<file path="config.mk">
export PLATFORM = sky130hd
export DESIGN_NAME = pipe_hazard_ctrl
export DESIGN_NICKNAME = d
export VERILOG_FILES = /design/src/rtl/pipe_hazard_ctrl.sv
export SDC_FILE = /design/constraint.sdc
export NUM_CORES = 1
export LEC_CHECK = 0
export BUFFER_PORTS_ARGS = -buffer_cell sky130_fd_sc_hd__buf_4
export CAP_MARGIN = 20
export CORE_UTILIZATION = 45
export CTS_BUF_LIST = sky130_fd_sc_hd__clkbuf_8 sky130_fd_sc_hd__clkbuf_16
export DETAILED_ROUTE_END_ITERATION = 6
export PLACE_DENSITY = 0.78
export SKIP_LAST_GASP = 1
export SYNTH_ARGS = -nofsm -noshare
export SYNTH_HDL_FRONTEND = slang
export SYNTH_SLANG_ARGS = --single-unit
</file>
<file path="constraint.sdc">
create_clock -name clk_i -period 2.1 [get_ports clk_i]
set_input_delay 0.315 -clock clk_i [delete_from_list [all_inputs] [get_ports clk_i]]
set_output_delay 0.315 -clock clk_i [all_outputs]
set_load 0.02 [all_outputs]
</file>
<file path="src/rtl/pipe_hazard_ctrl.sv">
// pipe_hazard_ctrl: stall/flush sequencer for the 5-stage pipeline.
// Arbitrates data-memory wait, load-use hazard and taken branch by fixed
// priority and drives the PC and pipeline-register write/flush/bubble controls.
// A two-state FSM (RUN / MEM_WAIT) tracks multi-cycle data-memory accesses
// and a saturating wait counter feeds a sticky timeout watchdog.
// Optional feature macro: PIPE_PERF_CNT_EN adds stall_cycles_o / flush_cnt_o.
module pipe_hazard_ctrl #(
  parameter int unsigned MEM_TIMEOUT = 64,
  parameter int unsigned CNT_W       = 10
) (
  input  logic        clk_i,
  input  logic        rst_i,
  input  logic [4:0]  id_rs_i,
  input  logic [4:0]  id_rt_i,
  input  logic [4:0]  ex_rt_i,
  input  logic        ex_memread_i,
  input  logic        branch_taken_i,
  input  logic        mem_req_i,
  input  logic        mem_ack_i,
  output logic        pc_write_o,
  output logic        ifid_write_o,
  output logic        ifid_flush_o,
  output logic        idex_write_o,
  output logic        idex_bubble_o,
  output logic        exmem_write_o,
  output logic        memwb_bubble_o,
  output logic        mem_timeout_o,
`ifdef PIPE_PERF_CNT_EN
  output logic [31:0] stall_cycles_o,
  output logic [15:0] flush_cnt_o,
`endif
  output logic        state_o
);

  localparam logic ST_RUN      = 1'b0;
  localparam logic ST_MEM_WAIT = 1'b1;

  localparam logic [CNT_W-1:0] TIMEOUT_VAL = CNT_W'(MEM_TIMEOUT);
  localparam logic [CNT_W-1:0] CNT_ONE     = CNT_W'(1);

  logic             state_q, state_d;
  logic [CNT_W-1:0] cnt_q, cnt_d;
  logic             timeout_q, timeout_d;

  logic             load_use_c;
  logic             mem_stall_c;

  // Hazard decode: load in EX writing a register read by the ID instruction
  always_comb begin
    load_use_c = 1'b0;
    if (ex_memread_i && (ex_rt_i != 5'd0) &&
        ((ex_rt_i == id_rs_i) || (ex_rt_i == id_rt_i))) begin
      load_use_c = 1'b1;
    end
  end

  // Memory stall: a new unacked request in RUN, or no ack yet while waiting
  always_comb begin
    mem_stall_c = 1'b0;
    if (state_q == ST_RUN) begin
      mem_stall_c = mem_req_i && !mem_ack_i;
    end else begin
      mem_stall_c = !mem_ack_i;
    end
  end

  // Control outputs: reset force, then memory stall > load-use > branch
  always_comb begin
    pc_write_o     = 1'b1;
    ifid_write_o   = 1'b1;
    ifid_flush_o   = 1'b0;
    idex_write_o   = 1'b1;
    idex_bubble_o  = 1'b0;
    exmem_write_o  = 1'b1;
    memwb_bubble_o = 1'b0;
    if (rst_i) begin
      pc_write_o     = 1'b0;
      ifid_write_o   = 1'b0;
      ifid_flush_o   = 1'b1;
      idex_write_o   = 1'b0;
      idex_bubble_o  = 1'b1;
      exmem_write_o  = 1'b0;
      memwb_bubble_o = 1'b1;
    end else if (mem_stall_c) begin
      pc_write_o     = 1'b0;
      ifid_write_o   = 1'b0;
      idex_write_o   = 1'b0;
      exmem_write_o  = 1'b0;
      memwb_bubble_o = 1'b1;
    end else if (load_use_c) begin
      // Branch operand is stale under a load-use, so the branch is ignored
      pc_write_o    = 1'b0;
      ifid_write_o  = 1'b0;
      idex_bubble_o = 1'b1;
    end else if (branch_taken_i) begin
      ifid_flush_o = 1'b1;
    end
  end

  // Next-state, wait counter and watchdog flag
  always_comb begin
    state_d   = state_q;
    cnt_d     = cnt_q;
    timeout_d = timeout_q;
    case (state_q)
      ST_RUN: begin
        if (mem_req_i && !mem_ack_i) begin
          state_d = ST_MEM_WAIT;
          cnt_d   = CNT_ONE;
        end
      end
      ST_MEM_WAIT: begin
        if (mem_ack_i) begin
          state_d = ST_RUN;
          cnt_d   = '0;
        end else begin
          // Keep waiting forever; the counter only saturates and flags
          if (cnt_q != TIMEOUT_VAL) begin
            cnt_d = cnt_q + CNT_ONE;
          end
          if (cnt_q == TIMEOUT_VAL) begin
            timeout_d = 1'b1;
          end
        end
      end
      default: begin
        state_d = ST_RUN;
        cnt_d   = '0;
      end
    endcase
  end

  // State register with synchronous reset; reset aborts any wait
  always_ff @(posedge clk_i) begin
    if (rst_i) begin
      state_q   <= ST_RUN;
      cnt_q     <= '0;
      timeout_q <= 1'b0;
    end else begin
      state_q   <= state_d;
      cnt_q     <= cnt_d;
      timeout_q <= timeout_d;
    end
  end

  assign state_o       = state_q;
  assign mem_timeout_o = timeout_q;

`ifdef PIPE_PERF_CNT_EN
  logic [31:0] stall_cnt_q;
  logic [15:0] flush_cnt_q;

  // Saturating performance counters for PC stalls and IF/ID flushes
  always_ff @(posedge clk_i) begin
    if (rst_i) begin
      stall_cnt_q <= '0;
      flush_cnt_q <= '0;
    end else begin
      if (!pc_write_o && (stall_cnt_q != 32'hFFFF_FFFF)) begin
        stall_cnt_q <= stall_cnt_q + 32'd1;
      end
      if (ifid_flush_o && (flush_cnt_q != 16'hFFFF)) begin
        flush_cnt_q <= flush_cnt_q + 16'd1;
      end
    end
  end

  assign stall_cycles_o = stall_cnt_q;
  assign flush_cnt_o    = flush_cnt_q;
`endif

endmodule

</file>
# == Word level (Yosys, flattened, before mapping) ==
# Cells that the tools add are included.
# op_classes
add_sub_neg,1
eq_ne,6
muxes,23
bitwise_logic,2
reduce_logical,8
# ops
cell,count
10-bit 2-to-1 mux,3
10-bit case mux with 2 select lines,1
1-bit 2-to-1 mux,18
10-bit by 1-bit adder with 10-bit output (second input constant),1
10-bit by 7-bit == test with 1-bit output (second input constant),1
5-bit == test,2
10-bit by 7-bit != test with 1-bit output (second input constant),1
5-bit nonzero test,1
1-bit logical AND,3
3-bit by 2-bit != test with 1-bit output (second input constant),1
3-bit AND reduction,1
2-bit by 1-bit != test with 1-bit output (second input constant),1
1-bit inverter,2
1-bit case mux with 2 select lines,1
2-bit AND reduction,1
1-bit zero test,1
1-bit logical OR,1
# totals
ff_bits,12
in_bits,21
output_inout_bits,9
word_cells,43

# == Logic depth before layout (Yosys ltp) ==
# Gate-level depths: netlist (run 1).
# logic_depth
word_depth,7
depth_mapped,6
ltp_nobuf,6

# == Worst setup path after synthesis (run 1) ==
# No wires, ideal clock.
# synth_timing
kind,flip-flop to output port
from,register state_q (netlist: state_o)
to,output pc_write_o
arrival_time_ns,1.750
t_required_ns,1.785
slack_ns,0.035
stages_incl_launch_ff,6
n_path_buf,2
path_cell_list,dfxtp_1 -> clkbuf_1 -> o21bai_1 -> nand2_1 -> a21oi_1 -> buf_4
# synth_via
elab_chain_cells,3
# synth_lines
element,line,rtl
start: declaration,41,"logic state_q, state_d;"
start signal: assignment,140,state_q <= state_d;
1-bit 2-to-1 mux,60,if (state_q == ST_RUN) begin
1-bit 2-to-1 mux (2 in series),--,
end: declaration,20,"output logic pc_write_o,"
# Every way passes these cells.

# == Worst setup path after layout (run 1) ==
# layout_timing
from,register state_q (netlist: state_o)
to,output ifid_write_o
# layout_via
elab_chain_cells,3
# layout_lines
element,line,rtl
1-bit 2-to-1 mux,60,
1-bit 2-to-1 mux,84,end else if (mem_stall_c) begin
1-bit 2-to-1 mux,76,if (rst_i) begin
end: declaration,21,"output logic ifid_write_o,"
# Every way passes these cells.

==> qor.yml, run 1 <==
grt:
  track_usage_pct: 21.8
  antenna_found_initial: 0
  grt_pass1_vias: 773
  use_met1_pct: 22.1
  gr-max-usage-layer: "met2"
  use_met2_pct: 40.3
  grt_pass1_wl_um: 3020
  met3_usage_pct: 3.75
  grt_start_max_net_pins: 11
  globalRouteOverflowTotal: 0
outcome:
  status: "completed"
logic_synthesis:
  postSynthAreaPerCell_um2: 8.25
  ys_ff_latch: 12
  ys.flop_type: "dfxtp_1"
  yosysSeqAreaShare_pct: 31.0
  synth_edf_count: 0
  synthArstFlopShare_pct: 0
  syn_area_um2: 776
  synth_cell_types: 33
  yosys_warnings: 0
  synth_cells: 94
  syn_nets: 117
critical_path:
  r2r-start: "cnt_q[0]"
  worstPathMaxFanout: 10
  r2r-end: "cnt_q[0]"
  worstSetupStartpointType: "flop"
  rrSetupSlack_ps: 260
  worstPathArrival_ps: 1560
  end_kind: "output port"
  worstSetupPathType: "flop to output port"
  startpoint: "state_o"
  crit_required_ps: 1780
  crit_end: "ifid_write_o"
  worstRegToRegCells: 6
timing:
  finalCritPeriodShare_pct: 89.5
  tightest_slew_ps: 668
  tns_ps: 0
  slew_headroom_pct: 55.2
  fin_crit_ps: 1880
  clock_skew_ps: 1.51
  setup_viol: 0
  final_max_slew_viol_count: 0
  fmax_ghz: 0.532
  hold_viol: 0
  rsz0062_at_grt: "false"
final_layout:
  nNetsFinal: 148
  syn_to_final_growth_pct: 35.3
  final_common_cell: "buf_4"
  diodes: 0
  final_cell_mix: "buf_4, dfxtp_1, xnor2_1"
  drive_above_1_share_pct: 30.6
clock_network:
  hold_buffers: 0
  post_cts_buffers: 0
  cts_root_buf: "clkbuf_8"
  cts.sinks: 12
  cts_resized: 0
  cts_tree: "built"
  htreeDepth: 1
  clkLatencyLatePin_ps: 250
  cts_buffers: 3
  cts_buffer_depth: 2
  clkTransAtPathRegs_ps: 50
route:
  drt_iter0_drc: 11
  drc: 0
  finalWirelength_um: 1720
  wl_per_cell_um: 12.3
  drt_pass1_iterations: 4
  detail-route-antenna-nets: 0
  num_vias: 753
  vias_per_cell: 5.38
die:
  rows: 14
  core_area_um2: 1560
  dieArea_um2: 1890
  die_w_um: 43.5
  num_io_pins: 30
  die_h_um: 43.5
  initial_utilization_pct: 49.8
placement:
  io_buffers: 29
  hpwl_um: 1350
  place.gp.congestion: 0.828
hold_path:
  min_path_type: "input port to flop"
power_and_ir_drop:
  ir_drop_uv: 314
  p_total_mw: 0.613
  leakagePower_nw: 0.428
  power_density_nw_per_um2: 584
job:
  maxCapViolations: 0
flip-flops by register name, indices dropped and copies added, names as in the netlist:
signal	count
cnt_q	10
mem_timeout_o	1
state_o	1
Yosys cell counts (2+ instances only):
master	instances	share of area [%]
xor2_1	4	4.5
or3_1	4	3.2
a21oi_1	8	5.2
inv_1	6	2.9
ha_1	2	3.2
buf_4	2	1.9
and2_1	2	1.6
nor2_1	8	3.9
o211ai_1	2	1.9
nand3_1	4	2.6
o2111ai_1	2	2.3
xnor2_1	10	11
nand2_1	6	2.9
o21ai_0	4	2.6
dfxtp_1	12	31
per-layer routing:
metal	vias to the layer above	wire length [um]
met3	5	70
met4	0	44
li1	389	-
met2	22	920
met5	-	0
met1	337	685
cell type report:
type,count,area (um2)
clock buffers,4,55.1
fillers,134,509
inverters,7,26.3
multi-input cells,72,490
flip-flops and latches,12,240
well taps,16,20.0
repair buffers,29,218
kinds of logic (layout without fill, tap and decap cells):
kind of cell	count (synthesis)	count (layout)	synth area share, %
buffers and inverters	10	40	5.80
xor gates and xnor gates	14	14	15.8
AOI/OAI and AO/OA	24	24	20.5
and+or+nand+nor	31	31	22.4
muxes	1	1	1.29
DFF	12	12	31.0
adders and majority gates	2	2	3.23
worst min-delay path by stage:
stage / start / endpoint / depth (start not counted)
floorplan: rst_i / mem_timeout_o / 1
global placement: mem_timeout_o / mem_timeout_o / 2
detailed placement: mem_timeout_o / mem_timeout_o / 2
CTS: rst_i / mem_timeout_o / 2
global route: rst_i / mem_timeout_o / 2
finish: rst_i / mem_timeout_o / 2
where the power goes:
part | internal, mW | leakage, nW | switching (mW)
sequential | 0.231 | 0.0970 | 0.00486
combinational | 0.0645 | 0.302 | 0.0580
clock | 0.166 | 0.0288 | 0.0891
total | 0.461 | 0.428 | 0.152
critical path, cell delays in order (launching register included):
cell      delay [ps]
dfxtp_1          400
o21bai_1         380
nand2_1          160
a21oi_1          190
buf_4            180
per-stage QoR:
| stage | worst slack, ps | instance area [um2] | cells | hold WS [ps] | utilization (%) |
|---|---|---|---|---|---|
| 3_5_place_dp | 234 | 995 | 136 | 446 | 63.8 |
| 3_3_place_gp | 252 | 995 | 136 | 435 | 63.8 |
| 4_1_cts | 226 | 1050 | 140 | 288 | 67.3 |
| 2_1_floorplan | 34.6 | 776 | 94 | 384 | - |
| 6_report | 221 | 1050 | 140 | 288 | 67.3 |
| 5_1_grt | 76.6 | 1050 | 140 | 311 | 67.3 |
Power figures use the tool's default switching activity.
==> run 2: changes to the inputs <==
- ABC_AREA: default -> 1
- PLACE_DENSITY: 0.78 -> 0.75
==> run 2 against run 1 <==
Net effect:
- power is 5.8% lower
- via count up 27%
- synthesized area up 21%
- core utilization shrank 6.3 points
- largest cell class unchanged
- sequential power barely moved
- combinational power is 15% higher
- count of clock-buffer cells in the layout decreased by 1
- synthesized cell count rose by 62%
- final area increased by 14%
==> qor.yml, run 2 <==
logic_synthesis:
  syn_area_um2: 940  # +21%
  yosys-top-cells-count: "nand2_1, inv_1, nor2_1"
  yosys_warnings: 0  # unchanged
  synth_cell_types: 23  # -30%
  synth_area_leaders: "dfxtp_1, nand2_1, inv_1"
  yosys.area.top_type: "dfxtp_1"
  ys.flop_type: "dfxtp_1"
  synth_cells: 152  # +62%
  postSynthAreaPerCell_um2: 6.18  # -25%
  yosysSeqAreaShare_pct: 25.6  # -5.4 points
  synthArstFlopShare_pct: 0  # unchanged
  ys_ff_latch: 12  # unchanged
  synth_edf_count: 0  # unchanged
  yosysTopAreaCellShare_pct: 25.6  # -5.4 points
  yosysMostFrequentCell: "nand2_1"
  syn_nets: 175  # +50%
clock_network:
  cts_buffers: 3  # unchanged
  clkLatencyLatePin_ps: 230  # -20 ps
  cts_buffer_depth: 2  # unchanged
  cts.sinks: 12  # unchanged
  htreeDepth: 1  # unchanged
  cts_tree: "built"
  cts_resized: 0  # unchanged
  cts_root_buf: "clkbuf_8"
  hold_buffers: 0  # unchanged
  clkTransAtPathRegs_ps: 50  # about the same
  post_cts_buffers: 0  # unchanged
route:
  vias_per_cell: 4.61  # -14%
  detail-route-antenna-nets: 0  # unchanged
  finalWirelength_um: 2000  # +16%
  wl_per_cell_um: 9.66  # -21%
  drc: 0  # unchanged
  drt_iter0_drc: 26  # +15
  num_vias: 954  # +27%
  drt_pass1_iterations: 4  # unchanged
timing:
  finalCritPeriodShare_pct: 79.8  # -9.6 points
  fin_ws_ps: 424  # +202 ps
  rsz0062_at_grt: "false"
  hold_viol: 0  # unchanged
  setup_viol: 0  # unchanged
  final_max_slew_viol_count: 0  # unchanged
  slew_headroom_pct: 65.1  # +10 points
  fmax_ghz: 0.597  # +12%
  tightest_slew_ps: 523  # -145 ps
  tns_ps: 0  # unchanged
  fin_crit_ps: 1680  # -202 ps
  clock_skew_ps: 5.79  # +4.28 ps
critical_path:
  crit_required_ps: 1780  # about the same
  cp_slowest_stage_delay_ps: 380  # -20 ps
  worstPathMaxFanout: 7  # -3
  r2r-start: "cnt_q[0]"
  rrSetupSlack_ps: 650  # +390 ps
  crit_family: "flip-flops"
  path_cells: "nand2_2, nand2_1, nor2_1, inv_1, a21oi_2, buf_4"
  worstRegToRegCells: 11  # +5
  crit_slowest_cell: "dfxtp_1"
  worstSetupPathType: "flop to output port"
  r2r-end: "cnt_q[2]"
  worstSetupStartpointType: "flop"
  crit_buf_inv: 2  # +1
  worstPathArrival_ps: 1360  # -200 ps
  end_kind: "output port"
final_layout:
  diodes: 0  # unchanged
  drive_above_1_share_pct: 25.0  # -5.6 points
  seq_area_um2: 240  # unchanged
  largest_register_ffs: 10  # unchanged
  fin_util_pct: 61.0  # -6.3 points
  multi_input_area_um2: 552  # +13%
  regMostFlops: "cnt_q"
  syn_to_final_growth_pct: 27.4
  final_common_cell: "nand2_1"
  nNetsFinal: 205  # +39%
  final_cell_mix: "nand2_1, inv_1, buf_4"
  nFillCells: 207  # +54%
die:
  rows: 16  # +2
  die_w_um: 47.7  # +9.6%
  core_area_um2: 1960  # +26%
  dieArea_um2: 2270  # +20%
  num_io_pins: 30  # unchanged
  die_h_um: 47.7  # +9.6%
  initial_utilization_pct: 47.9  # -1.9 points
hold_path:
  min_from: "rst_i"
  min_to: "cnt_q[4]"
  min_path_cells: 2  # unchanged
  min_path_type: "input port to flop"
power_and_ir_drop:
  ir_drop_uv: 233  # -26%
  leakagePower_nw: 0.603  # +41%
  power_density_nw_per_um2: 482  # -17%
grt:
  grt_start_max_net_pins: 15  # +4
  grt_pass1_wl_um: 3130  # +3.4%
  track_usage_pct: 19.3  # -2.5 points
  grt_pass1_vias: 813  # +5.2%
  antenna_found_initial: 0  # unchanged
  globalRouteOverflowTotal: 0  # unchanged
outcome:
  status: "completed"
placement:
  hpwl_um: 1690  # +25%
  place.gp.congestion: 0.917  # +11%
  io_buffers: 29  # unchanged
  place_ws_ps: 561  # +327 ps
job:
  maxCapViolations: 0  # unchanged
==> run 2: cell count changes after synthesis, moves of 5 or more <==
cell | previous run | this run
a21oi_1 | 8 | 3
inv_1 | 6 | 29
nand2_1 | 6 | 37
nand4_1 | 0 | 5
nor2_1 | 8 | 21
xnor2_1 | 10 | 3
==> run 2: through the flow <==
stage	std cells	cell area, um2	total power [mW]	hold WS [ps]
after CTS	207	1200	0.584	303
after floorplan	152	943	0.330	463
after detailed placement	204	1160	0.383	444
final	207	1200	0.577	298
after global placement	204	1160	0.380	439
after global routing	207	1200	0.617	302
==> run 2: kinds of logic (layout without fill, tap and decap cells) <==
kind of cell	after synthesis	after routing	share of synthesized area [%]
buf+inv	34	62	16.1
compound gates	15	15	9.85
flops	12	12	25.6
xor+xnor	9	9	8.39
simple gates	80	80	37.4
fa+ha+maj	2	2	2.66
==> run 2: power breakdown <==
group	internal [mW]	leakage, nW	total [mW]	switching [mW]
Combinational	0.0638	0.484	0.141	0.0772
Sequential	0.233	0.0972	0.238	0.00499
Clock	0.125	0.0216	0.199	0.0733
Total	0.422	0.603	0.577	0.155
==> run 2: how the worst max path moves through the flow <==
stage                     slack (ps)  cells after the start           end        from
after floorplan                   90                      6    pc_write_o     state_o
after global placement           600                      9  ifid_flush_o  ex_rt_i[3]
after detailed placement         560                      9  ifid_flush_o  ex_rt_i[1]
after CTS                        420                      6  ifid_write_o     state_o
after global routing             330                      6    pc_write_o     state_o
final                            420                      6  ifid_write_o     state_o
==> run 2: area by class of cell <==
cell class	count	area share (%)
inverter	30	9.40
sequential	12	20.1
clock buffer	3	3.45
timing repair buffer	29	18.2
tap	27	2.82
multi-input combinational	106	46.1
==> run 2: worst reg2reg max path: cells and delay by family (launching register included) <==
kind | cells | cell delay [ps]
simple gates | 7 | 650
buf+inv | 3 | 210
flops | 1 | 330
fa+ha+maj | 1 | 160
==> run 2: per-layer routing <==
| metal | share of wire (%) | vias to the layer above | track usage (%) |
|---|---|---|---|
| met2 | 52 | 28 | 34.6 |
| met5 | 0 | - | 0 |
| li1 | - | 519 | - |
| met4 | 0 | 0 | 3.33 |
| met1 | 42 | 407 | 22.9 |
| met3 | 5.6 | 0 | 5.66 |
